## src/rtl/rbm_pkg.sv

```systemverilog
// Shared definitions for the RBM vote controller.
//   state_e  : FSM state encoding (also exported on the debug state port)
//   clog2    : constant-friendly ceiling log2, never returns less than 1
//   sat_inc  : saturating increment on a 32-bit container; callers zero-extend
//              their narrower counter in and truncate the result back out
package rbm_pkg;

  typedef enum logic [2:0] {
    ST_IDLE    = 3'd0,
    ST_RESTART = 3'd1,
    ST_WAIT    = 3'd2,
    ST_EVAL    = 3'd3,
    ST_DONE    = 3'd4
  } state_e;

  localparam int SAT_W = 32;

  function automatic int clog2(input int value);
    int r;
    r = 0;
    for (int i = 0; i < 31; i++) begin
      if ((1 << i) < value) r = i + 1;
    end
    return (r < 1) ? 1 : r;
  endfunction

  function automatic logic [SAT_W-1:0] sat_inc(input logic [SAT_W-1:0] value,
                                               input logic [SAT_W-1:0] max_value);
    return (value >= max_value) ? value : value + 32'd1;
  endfunction

endpackage

```

## src/rtl/rbm_top2.sv

```systemverilog
// Combinational search for the largest and second-largest vote count.
//   votes        : OUTPUT_DIM packed counters, class i at [i*COUNT_W +: COUNT_W]
//   top_count    : largest count
//   second_count : largest count among the other classes (equals top_count on a tie)
//   top_idx      : lowest index holding top_count
module rbm_top2
  import rbm_pkg::*;
#(
  parameter int OUTPUT_DIM = 10,
  parameter int COUNT_W    = 12,
  parameter int IDX_W      = clog2(OUTPUT_DIM)
) (
  input  logic [OUTPUT_DIM*COUNT_W-1:0] votes,
  output logic [COUNT_W-1:0]            top_count,
  output logic [COUNT_W-1:0]            second_count,
  output logic [IDX_W-1:0]              top_idx
);

  logic [COUNT_W-1:0] cur;

  always_comb begin
    top_count    = votes[0 +: COUNT_W];
    second_count = '0;
    top_idx      = '0;
    cur          = '0;
    for (int i = 1; i < OUTPUT_DIM; i++) begin
      cur = votes[i*COUNT_W +: COUNT_W];
      // Strict compare keeps the earlier index on ties; the tied value then
      // lands in second_count so the lead becomes zero.
      if (cur > top_count) begin
        second_count = top_count;
        top_count    = cur;
        top_idx      = IDX_W'(i);
      end else if (cur > second_count) begin
        second_count = cur;
      end
    end
  end

endmodule

```

## src/rtl/rbm_vote_controller.sv

```systemverilog
// Iterative vote controller for a stochastic RBM classifier.
// A run restarts the layer chain, collects one sample per iteration into
// per-class saturating vote counters, and stops on the iteration limit or
// when the leading class is ahead of the runner-up by the requested margin.
//   in_valid/in_ready   : run request; accepted when both are high (IDLE only)
//   iter_num, margin    : run limits, captured on acceptance
//   layer_restart       : one-cycle pulse per iteration to the layer chain
//   layer_done, sample  : layer result, consumed only while waiting for it
//   votes, winner, iter_count, early_stop : result, held until the next run
//   out_valid/out_ready : result handshake; transfer when both are high
//   state_dbg           : current FSM state
// Handshakes: a transfer happens on a rising clock edge where valid and ready
// are both high; valid never depends on ready, and the producer holds its
// payload stable while valid is high and ready is low.
module rbm_vote_controller
  import rbm_pkg::*;
#(
  parameter int OUTPUT_DIM = 10,
  parameter int COUNT_W    = 12,
  parameter int ITER_W     = 10,
  parameter int IDX_W      = clog2(OUTPUT_DIM)
) (
  input  logic                          clock,
  input  logic                          reset,
  input  logic                          in_valid,
  output logic                          in_ready,
  input  logic [ITER_W-1:0]             iter_num,
  input  logic [COUNT_W-1:0]            margin,
  output logic                          layer_restart,
  input  logic                          layer_done,
  input  logic [OUTPUT_DIM-1:0]         sample,
  output logic [OUTPUT_DIM*COUNT_W-1:0] votes,
  output logic [IDX_W-1:0]              winner,
  output logic [ITER_W-1:0]             iter_count,
  output logic                          early_stop,
  output logic                          out_valid,
  input  logic                          out_ready,
  output logic [2:0]                    state_dbg
);

  localparam logic [SAT_W-1:0] CNT_MAX = SAT_W'((64'd1 << COUNT_W) - 64'd1);

  state_e               state_q, state_d;
  logic [COUNT_W-1:0]   votes_q [OUTPUT_DIM];
  logic [COUNT_W-1:0]   votes_d [OUTPUT_DIM];
  logic [ITER_W-1:0]    iter_count_q, iter_count_d;
  logic [ITER_W-1:0]    iter_max_q, iter_max_d;
  logic [COUNT_W-1:0]   margin_q, margin_d;
  logic [IDX_W-1:0]     winner_q, winner_d;
  logic                 early_stop_q, early_stop_d;

  logic [OUTPUT_DIM*COUNT_W-1:0] votes_flat;
  logic [COUNT_W-1:0]   top_count, second_count, lead;
  logic [IDX_W-1:0]     top_idx;
  logic                 limit_hit, margin_hit;

  always_comb begin
    votes_flat = '0;
    for (int i = 0; i < OUTPUT_DIM; i++) begin
      votes_flat[i*COUNT_W +: COUNT_W] = votes_q[i];
    end
  end

  rbm_top2 #(
    .OUTPUT_DIM (OUTPUT_DIM),
    .COUNT_W    (COUNT_W),
    .IDX_W      (IDX_W)
  ) u_top2 (
    .votes        (votes_flat),
    .top_count    (top_count),
    .second_count (second_count),
    .top_idx      (top_idx)
  );

  // top_count >= second_count always, so the lead cannot underflow.
  assign lead       = top_count - second_count;
  assign limit_hit  = (iter_count_q == iter_max_q);
  assign margin_hit = (margin_q != '0) && (lead >= margin_q);

  always_comb begin
    state_d      = state_q;
    votes_d      = votes_q;
    iter_count_d = iter_count_q;
    iter_max_d   = iter_max_q;
    margin_d     = margin_q;
    winner_d     = winner_q;
    early_stop_d = early_stop_q;
    case (state_q)
      ST_IDLE: begin
        if (in_valid) begin
          iter_max_d   = iter_num;
          margin_d     = margin;
          iter_count_d = '0;
          winner_d     = '0;
          early_stop_d = 1'b0;
          for (int i = 0; i < OUTPUT_DIM; i++) votes_d[i] = '0;
          state_d = (iter_num == '0) ? ST_DONE : ST_RESTART;
        end
      end
      ST_RESTART: state_d = ST_WAIT;
      ST_WAIT: begin
        if (layer_done) begin
          for (int i = 0; i < OUTPUT_DIM; i++) begin
            if (sample[i]) votes_d[i] = COUNT_W'(sat_inc(SAT_W'(votes_q[i]), CNT_MAX));
          end
          iter_count_d = iter_count_q + 1'b1;
          state_d      = ST_EVAL;
        end
      end
      ST_EVAL: begin
        winner_d = top_idx;
        // The iteration limit wins over the margin: early_stop only when the
        // limit has not also been reached.
        if (limit_hit) begin
          state_d = ST_DONE;
        end else if (margin_hit) begin
          early_stop_d = 1'b1;
          state_d      = ST_DONE;
        end else begin
          state_d = ST_RESTART;
        end
      end
      ST_DONE: begin
        if (out_ready) state_d = ST_IDLE;
      end
      default: state_d = ST_IDLE;
    endcase
  end

  always_ff @(posedge clock or posedge reset) begin
    if (reset) begin
      state_q      <= ST_IDLE;
      iter_count_q <= '0;
      iter_max_q   <= '0;
      margin_q     <= '0;
      winner_q     <= '0;
      early_stop_q <= 1'b0;
      for (int i = 0; i < OUTPUT_DIM; i++) votes_q[i] <= '0;
    end else begin
      state_q      <= state_d;
      iter_count_q <= iter_count_d;
      iter_max_q   <= iter_max_d;
      margin_q     <= margin_d;
      winner_q     <= winner_d;
      early_stop_q <= early_stop_d;
      for (int i = 0; i < OUTPUT_DIM; i++) votes_q[i] <= votes_d[i];
    end
  end

  assign in_ready      = (state_q == ST_IDLE);
  assign layer_restart = (state_q == ST_RESTART);
  assign out_valid     = (state_q == ST_DONE);
  assign votes         = votes_flat;
  assign winner        = winner_q;
  assign iter_count    = iter_count_q;
  assign early_stop    = early_stop_q;
  assign state_dbg     = state_q;

endmodule

```

## config.mk

```make
export PLATFORM = sky130hd
export DESIGN_NAME = rbm_vote_controller
export DESIGN_NICKNAME = d
export VERILOG_FILES = /design/src/rtl/rbm_pkg.sv /design/src/rtl/rbm_top2.sv /design/src/rtl/rbm_vote_controller.sv
export SDC_FILE = /design/constraint.sdc
export NUM_CORES = 1
export LEC_CHECK = 0
export BUFFER_PORTS_ARGS = -buffer_cell sky130_fd_sc_hd__buf_2
export CAP_MARGIN = 20
export CELL_PAD_IN_SITES_DETAIL_PLACEMENT = 1
export CELL_PAD_IN_SITES_GLOBAL_PLACEMENT = 1
export CORE_UTILIZATION = 45
export CTS_CLUSTER_DIAMETER = 50
export DETAILED_ROUTE_END_ITERATION = 7
export GPL_TIMING_DRIVEN = 0
export HOLD_SLACK_MARGIN = 0.12
export PLACE_DENSITY_LB_ADDON = 0.2
export RECOVER_POWER = 100
export SLEW_MARGIN = 15
export SYNTH_ARGS = -nofsm -noshare
export SYNTH_HDL_FRONTEND = slang
export SYNTH_SLANG_ARGS = --single-unit
```

## constraint.sdc

```tcl
create_clock -name clock -period 47.8 [get_ports clock]
set_clock_uncertainty 0.1 [all_clocks]
set_input_delay 4.78 -clock clock [delete_from_list [all_inputs] [get_ports clock]]
set_output_delay 4.78 -clock clock [all_outputs]
set_load 0.05 [all_outputs]
```

=== Yosys cells after proc, flatten, opt, wreduce, memory -nomap -nowiden ===
Cells that the tools add are included.

* Memories: 0
* Memory bits (read-only): 0
* Flip-flop bits (word level): 160
* RAM bits: 0
* Input port bits: 37
* Output and inout port bits: 141
* Word-level logic and storage cells: 183
* Bits in latches: 0

* Eq/ne operators: 30
* Multipliers: 0
* Order comparisons: 29
* Multiplexer cells: 75
* Add/sub/neg operators: 12
* Shift-type cells: 0
* Bitwise operators: 0
* Reduce and logical (&&, ||, !) cells: 21
* Divide/modulo/power cells: 0

{| class="wikitable"
|+ Operators with widths
! cell !! number
|-
| 12-bit two-way mux || 47
|-
| 120-bit two-way mux || 2
|-
| 120-bit one-hot mux with 2 select lines || 1
|-
| 12-bit > comparator || 17
|-
| 12-bit by 1-bit adder with 12-bit output, second input constant || 10
|-
| 12-bit greater-or-equal comparator, second input constant || 10
|-
| 5-bit AND reduction || 10
|-
| 2-bit inequality test, second input constant || 24
|-
| 3-bit two-way mux || 10
|-
| 10-bit two-way mux || 2
|-
| 10-bit one-hot mux with 2 select lines || 1
|-
| 3-bit one-hot mux with 5 select lines || 1
|-
| 12-bit greater-or-equal comparator || 1
|-
| 12-bit by 1-bit > comparator with 1-bit output, second input constant || 1
|-
| 4-bit two-way mux || 3
|-
| 12-bit nonzero test || 1
|-
| 12-bit subtractor || 1
|-
| 10-bit by 1-bit adder with 10-bit output, second input constant || 1
|-
| 10-bit equality test || 1
|-
| 10-bit zero test || 1
|-
| 4-bit one-hot mux with 2 select lines || 1
|-
| 3-bit by 2-bit equality test with 1-bit output, second input constant || 2
|-
| 3-bit AND reduction || 2
|-
| 1-bit two-way mux || 4
|-
| other kinds (10) || 13
|}

=== Longest topological paths before layout ===
Gate-level depths: netlist of the first run.

* Depth after elaboration: 33
* Depth in mapped cells: 133
* Gate-level depth less buffers: 122

=== By module ===
Synthesis of the first run repeated with hierarchy kept, for this count alone.

* Cell total of the unflattened synthesis: 2243
* Area total of the unflattened synthesis: 17535.6 µm²

{| class="wikitable"
|+ By module, submodules not included
! module !! times used !! area each (µm²) !! cells an instance !! seq. area each (µm²)
|-
| rbm_top2 || 1 || 8966.1 || 1314 || 0.0
|-
| rbm_vote_controller || 1 || 8569.5 || 929 || 4003.8
|}

=== Worst setup path after synthesis of the first run ===
No wires, ideal clock.

* Kind: reg-to-reg
* From: register votes_q (netlist bit votes[6])
* To: register state_q[2] (netlist: state_dbg[2])
* Setup time: 0.123 ns
* Stages on the path, launching flop included: 123
* Required time: 47.577 ns
* Clock period less this slack: 23.226 ns
* Buffers on the path: 20
* Data arrival time: 23.003 ns
* Setup slack: 24.574 ns
* Path through: dfrtp_1 -> clkbuf_1 -> inv_1 -> ha_1 -> nand4_1 -> a211o_1 -> a31oi_1 -> clkbuf_1 -> a21oi_1 -> ha_1 -> nor2b_1 -> o211ai_1 -> a211oi_1 -> o31a_1 -> clkbuf_1 -> clkbuf_1 -> mux2_2 -> ha_1 -> [87 not listed] -> nor2b_1 -> nor2_1 -> nor2_1 -> o21a_1 -> o21ai_0 -> nor2b_1 -> o21bai_1 -> a21oi_1 -> xor2_1 -> nand2b_1 -> a2111o_1 -> o211a_1 -> ha_1 -> nor2b_1 -> o21ai_0 -> a21boi_0 -> a2bb2oi_1 -> o2bb2ai_1

* Cells in the longest elaborated chain, start to end: 32
* Elaborated cells on any way between the ends: 49
* Those cells by class: add/sub: 1; order compare: 18; mux: 29; reduce/logical: 1

{| class="wikitable"
|+ RTL lines
! element !! RTL line !! text
|-
| start, declared || rbm_vote_controller.sv:44 || <nowiki>logic [COUNT_W-1:0] votes_q [OUTPUT_DIM];</nowiki>
|-
| 12-bit > comparator || rbm_top2.sv:30 || <nowiki>if (cur > top_count) begin</nowiki>
|-
| 12-bit two-way mux || rbm_top2.sv:30 ||
|-
| 12-bit > comparator || rbm_top2.sv:34 || <nowiki>end else if (cur > second_count) begin</nowiki>
|-
| 12-bit two-way mux || rbm_top2.sv:34 ||
|-
| 12-bit two-way mux || rbm_top2.sv:30 ||
|-
| 12-bit > comparator || rbm_top2.sv:34 ||
|-
| 12-bit two-way mux || rbm_top2.sv:34 ||
|-
| 12-bit two-way mux || rbm_top2.sv:30 ||
|-
| [16 not listed] || - ||
|-
| 12-bit two-way mux || rbm_top2.sv:34 ||
|-
| 12-bit two-way mux || rbm_top2.sv:30 ||
|-
| 12-bit subtractor * || rbm_vote_controller.sv:76 || <nowiki>assign lead = top_count - second_count;</nowiki>
|-
| 12-bit greater-or-equal comparator * || rbm_vote_controller.sv:78 || <nowiki>assign margin_hit = (margin_q != '0) && (lead >= margin_q);</nowiki>
|-
| 1-bit logical AND * || rbm_vote_controller.sv:78 ||
|-
| 3-bit two-way mux * || rbm_vote_controller.sv:116 || <nowiki>end else if (margin_hit) begin</nowiki>
|-
| 3-bit two-way mux * || rbm_vote_controller.sv:114 || <nowiki>if (limit_hit) begin</nowiki>
|-
| 3-bit one-hot mux with 5 select lines * || rbm_vote_controller.sv:88 || <nowiki>case (state_q)</nowiki>
|-
| end signal, assigned || rbm_vote_controller.sv:140 || <nowiki>state_q <= state_d;</nowiki>
|-
| end, declared || rbm_vote_controller.sv:43 || <nowiki>state_e state_q, state_d;</nowiki>
|}

Every way passes the cells marked *; elsewhere a longest branch is shown, timed or not.
A chain may end at the register's enable or synchronous reset.

=== Worst setup path in the final report of the first run ===
Same ends and word-level chain as after synthesis.

==> impl_metrics.ini, run 1 <==
[outcome]
status = finished with violations
violations = capacitance limit, slew limit

[global_route]
grt_util_all_layers_pct = 33.6
grt_pass1_vias = 17955
grt_pass1_wl_um = 101000
grt.overflow.total = 0
antenna_found_initial = 2
grt_max_degree = 87

[clock_tree]
clk_pin_slew_ps = 80
clk_latency_ps = 460
cts_tree = yes
cts.path.max_buffers = 2
cts_root_buffer = clkbuf_16
cts_max_level = 4
holdBufCountCts = 0
post_cts_buffers = 0
post_cts_resized = 0
cts_sinks = 160
cts_buffers = 17

[critical_path]
end_kind = register
crit_type = register to register
worstPathMaxFanout = 10
critPathSlowestCell = a31oi_1
cp.required_ps = 48050
critPathLaunchType = register
path_buf_inv = 25
worst_path_largest_cell_delay_ps = 830
cp_common_cell = clkbuf_1
path_delay_family = compound AO/OA/AOI/OAI gates
critPathArrivalTime_ps = 29960

[synthesis]
synth_edf_count = 0
synthDistinctLibCells = 83
synthMuxAreaShare_pct = 6.57
synthAdderAreaFrac_pct = 17.1
synth_cells = 2207
syn-mean-instance-area_um2 = 7.76
synthFlopType = dfrtp_1
synthSimpleGateAreaFrac_pct = 23.4
synth-xor-area-share_pct = 6.49
netlist_area_um2 = 17100
synth-seq-cells = 160
async_reset_ff_share_pct = 100
synth_seq_area_share_pct = 23.4
ys.warnings.count = 0
synth_top_family_by_area = simple AND/OR/NAND/NOR gates
synth_compound_area_share_pct = 18.0
syn_nets = 2472

[timing]
period_minus_slack_ps = 29710
slew_viol_final = 163
relSlewSlack_pct = -233
hold_viol = 0
tightestPinTransition_ps = 4990
rsz0062_at_grt = no
fmax_mhz = 33.7
tns_ps = 0
fin_crit_sh_pct = 62.2
finalSetupViolCount = 0

[floorplan]
dieArea_um2 = 38800
num_rows = 71
initial_core_util_pct = 45.6
io_pins = 178
core_um2 = 37600
fp.dieH_um = 197
dieWidth_um = 197

[route]
remaining_drc_errors = 0
first_pass_iters = 5
wl_met2_um = 30700
wl_um = 64700
dr_total_vias = 17695
wl_per_cell_um = 22.1
drtIter0Drc = 1049
topRoutingLayerUsed = met5
met1_length_um = 28700
wl_met3_um = 3180
avgViaCountPerCell = 6.04
postRouteAntennaNets = 0

[worst_hold_path]
hp-class = register to register

[final_layout]
final_common_cell = nor2_1
most-common-layout-cells = nor2_1 (268), nand2_1 (232), clkbuf_1 (229)
register_area_um2 = 4000
syn2layout_area_growth_pct = 11.3
fillCellCount = 4837
layout.nets = 2671
drive_gt1_share_pct = 4.55
multi_input_area_um2 = 12300

[placement]
io_buffers = 177
gp_congestion = 0.931
dp.final_hpwl_um = 51500

[job]
drv_cap = 2
## layer usage
metal / global-route usage, % / vias to the layer above
li1: - / 8257
met1: 44.1 / 8817
met2: 56.4 / 491
met3: 4.40 / 128
met4: 11.7 / 2
met5: 0 / -
## cell type report
class,instances,area share (%)
antenna,1,0.0131
buffer,91,1.88
timing repair buffer,180,3.77
multi-input combinational,1822,64.3
sequential,160,21.0
clock buffer,17,2.23
clock inverter,15,0.781
tap,511,3.35
inverter,134,2.64
## sequential cells by signal (all words and copies together) (netlist names)
register,count
winner,4
early_stop,1
state_dbg,3
margin_q,12
iter_max_q,10
votes,120
iter_count,10
## cells by family after synthesis
kind of cell | after synthesis
buf+inv | 225
compound gates | 501
mux | 110
flops | 160
simple gates | 850
xor+xnor | 127
fa+ha+maj | 234
## cells in the mapped netlist, types with 6 or more instances
library cell,instances,area share [%]
a211oi_1,8,0.35
a21o_1,48,2.1
a21oi_1,148,4.3
a31oi_1,23,0.84
and2_1,9,0.33
and3_1,27,0.99
and4_1,7,0.36
buf_1,7,0.15
clkbuf_1,80,1.8
dfrtp_1,160,23
ha_1,227,17
inv_1,132,2.9
mux2_2,15,0.99
mux2i_1,94,5.5
nand2_1,232,5.1
nand2b_1,37,1.4
nand3_1,68,2.0
nand4_1,74,2.7
nor2_1,268,5.9
nor2b_1,35,1.3
nor3_1,20,0.58
nor4_1,12,0.44
o211a_1,7,0.41
o211ai_1,7,0.31
o21a_1,6,0.26
o21ai_0,164,4.8
o22ai_1,8,0.29
o31ai_1,21,0.92
or2_2,10,0.37
or3_1,33,1.2
xnor2_1,88,4.5
xor2_1,39,2.0
## metrics by stage
stage                     util, %  instances  hold WS (ps)  cell area [µm²]  setup slack, ps
after floorplan                 -       2207           366            17100            24570
after global placement       49.6       2895           361            18700            19650
after detailed placement     49.8       2897           370            18700            18830
after CTS                    51.3       2929           387            19300            18750
after global routing         50.7       2930           427            19100            15770
final                        50.7       2931           393            19100            18090
## worst min-delay path: stages, from the launching register on
cell and delay, ps:
dfrtp_1 340, nand2_1 60, o31ai_1 60
## path summary, 6_finish.rpt
| path | from | to | slack (ps) | cells after the start |
|---|---|---|---|---|
| max in group asynchronous | reset | votes[54] | 36520 | 3 |
| worst max register to register | votes[6] | state_dbg[2] | 18090 | 123 |
| worst min register to register | early_stop | early_stop | 390 | 2 |
| worst min-delay path | early_stop | early_stop | 390 | 2 |
| worst max-delay path | votes[6] | state_dbg[2] | 18090 | 123 |
| min in group asynchronous | reset | margin_q[2] | 5250 | 2 |
Power of run 1 is left out: the tool's default activity adds up to more than one toggle a clock period on the data nets, which glitch-free logic cannot reach.
==> run 2: changes to the inputs <==
Settings changed: ABC_AREA from default to 1, CORE_UTILIZATION 45 to 39.
Clock period 47.8 ns to 27 ns, I/O delays scaled along.
==> impl_metrics.ini, run 2 <==
[global_route]
grt_util_all_layers_pct = 32.2
grt.overflow.total = 0
antenna_found_initial = 1
grt_pass1_vias = 19787
grt_pass1_wl_um = 111000
grt_max_degree = 101

[timing]
period_minus_slack_ps = 24760
rsz0062_at_grt = no
relSlewSlack_pct = -235
finalSetupViolCount = 0
tightestPinTransition_ps = 5000
fmax_mhz = 40.4
slew_viol_final = 163
hold_viol = 0
tns_ps = 0
fin_crit_sh_pct = 91.7

[floorplan]
dieArea_um2 = 44700
initial_core_util_pct = 39.6
fp.dieH_um = 211
num_rows = 76
dieWidth_um = 211
core_um2 = 43200
io_pins = 178

[placement]
gp_congestion = 0.941
io_buffers = 177
placed_area_um2 = 18800
dp.final_hpwl_um = 57500
placedCellCount = 3387

[route]
topRoutingLayerUsed = met5
first_pass_iters = 5
dr_total_vias = 19245
wl_met2_um = 33500
remaining_drc_errors = 0
drtIter0Drc = 1198
wl_per_cell_um = 20.8
wl_um = 71300
avgViaCountPerCell = 5.63
met1_length_um = 32400
postRouteAntennaNets = 0
wl_met3_um = 3140

[synthesis]
synthFlopType = dfrtp_1
synth_commonest_cells = nand2_1 (569), inv_1 (397), o21ai_0 (312)
synth_top_family_by_area = simple AND/OR/NAND/NOR gates
synth.top_cell.area_share_pct = 23.4
async_reset_ff_share_pct = 100
netlist_area_um2 = 17100
synth-seq-cells = 160
synth-xor-area-share_pct = 0.768
synth_area_leaders = dfrtp_1 (23%), ha_1 (17%), nand2_1 (12%)
synthDistinctLibCells = 48
synth_edf_count = 0
synth_cells = 2624
synth_compound_area_share_pct = 19.3
yosysTopAreaCell = dfrtp_1
synth_seq_area_share_pct = 23.4
synthSimpleGateAreaFrac_pct = 29.0
ys.warnings.count = 0
synthMuxAreaShare_pct = 0
syn-mean-instance-area_um2 = 6.52
syn_nets = 2889
synthAdderAreaFrac_pct = 16.7
synth.most_common_cell = nand2_1

[clock_tree]
post_cts_resized = 0
post_cts_buffers = 0
cts_max_level = 4
clk_pin_slew_ps = 80
cts_buffers = 17
cts.path.max_buffers = 2
cts_sinks = 160
cts_root_buffer = clkbuf_16
holdBufCountCts = 0
cts_tree = yes
clk_latency_ps = 470

[critical_path]
r2r-start = votes[9]
timing.rr.end = state_dbg[0]
cp_common_cell = nand2_1
worst_path_largest_cell_delay_ps = 540
crit_type = register to register
critPathSlowestCell = o21ai_0
end_kind = register
critPathArrivalTime_ps = 25020
cp.required_ps = 27260
ff2ff_setup_slack_ps = 2240
reg2reg_depth = 123
worstPathMaxFanout = 10
critPathLaunchType = register

[final_layout]
drive_gt1_share_pct = 5.33
syn2layout_area_growth_pct = 12.1
most-common-layout-cells = nand2_1 (569), inv_1 (396), o21ai_0 (312)
final_cell_count_no_fill = 3419
n_antenna_cell = 0
final_common_cell = nand2_1
fin_area_um2 = 19200
layout.nets = 3086
largest_register_ffs = 120
fin_util_pct = 44.4

[outcome]
violations = capacitance limit, slew limit
status = finished with violations

[worst_hold_path]
holdPathStages = 2
hold_end = iter_max_q[7]
hp-class = register to register
hp-start = iter_max_q[7]

[job]
drv_cap = 2
-- run 2: cell count changes after synthesis, moves of 37 or more --
| cell | before | now |
|---|---|---|
| nand2_1 | 232 | 569 |
| nand2b_1 | 37 | 0 |
| o21ai_0 | 164 | 312 |
| nor3_1 | 20 | 70 |
| inv_1 | 132 | 397 |
| nand3_1 | 68 | 164 |
| a21o_1 | 48 | 3 |
| nor2_1 | 268 | 188 |
| xnor2_1 | 88 | 6 |
| mux2i_1 | 94 | 0 |
| a21oi_1 | 148 | 190 |
-- run 2: worst max-delay path by stage --
stage               startpoint  slack (ps)  depth (start not counted)      endpoint
floorplan             votes[7]        8050                        124  state_dbg[0]
global placement      votes[9]        3000                        125  state_dbg[2]
detailed placement    votes[9]        2330                        127  state_dbg[2]
CTS                   votes[9]        2180                        124  state_dbg[0]
global route          votes[9]           5                        125  state_dbg[2]
finish                votes[9]        2240                        123  state_dbg[0]
-- run 2: critical path: cells and delay by family, from the launching register on --
| family | cells | cell delay (ps) |
|---|---|---|
| compound gates | 42 | 7380 |
| buf+inv | 32 | 8470 |
| flops | 1 | 520 |
| fa+ha+maj | 11 | 3710 |
| simple gates | 37 | 4250 |
| xor+xnor | 1 | 200 |
-- run 2: stage by stage --
| step | hold slack [ps] | setup slack (ps) |
|---|---|---|
| floorplan | 363 | 8050 |
| detailed placement | 384 | 2330 |
| global placement | 382 | 3000 |
| global route | 426 | 4.55 |
| CTS | 404 | 2180 |
| finish | 395 | 2240 |
-- run 2: area by class of cell --
class / instances / area, µm²
Sequential cell: 160 / 4000
Clock buffer: 17 / 425
Fill cell: 5952 / 24000
Inverter: 408 / 1530
Timing Repair Buffer: 178 / 714
Tap cell: 585 / 732
Clock inverter: 15 / 188
Buffer: 74 / 310
Multi-Input combinational cell: 1982 / 11300
-- run 2: cells by family after synthesis --
| logic type | count (synthesis) |
|---|---|
| AO/OA/AOI/OAI | 613 |
| XOR/XNOR | 15 |
| adder cells (fa/ha/maj) | 228 |
| buffers and inverters | 482 |
| flip-flops | 160 |
| AND/OR/NAND/NOR | 1126 |
-- run 2: routing by layer --
metal | vias up | GRT usage, %
met5 | - | 0
met2 | 456 | 54.3
met1 | 9460 | 41.7
li1 | 9207 | -
met4 | 2 | 11.9
met3 | 120 | 4.44
Power of run 2 is left out for the same reason.
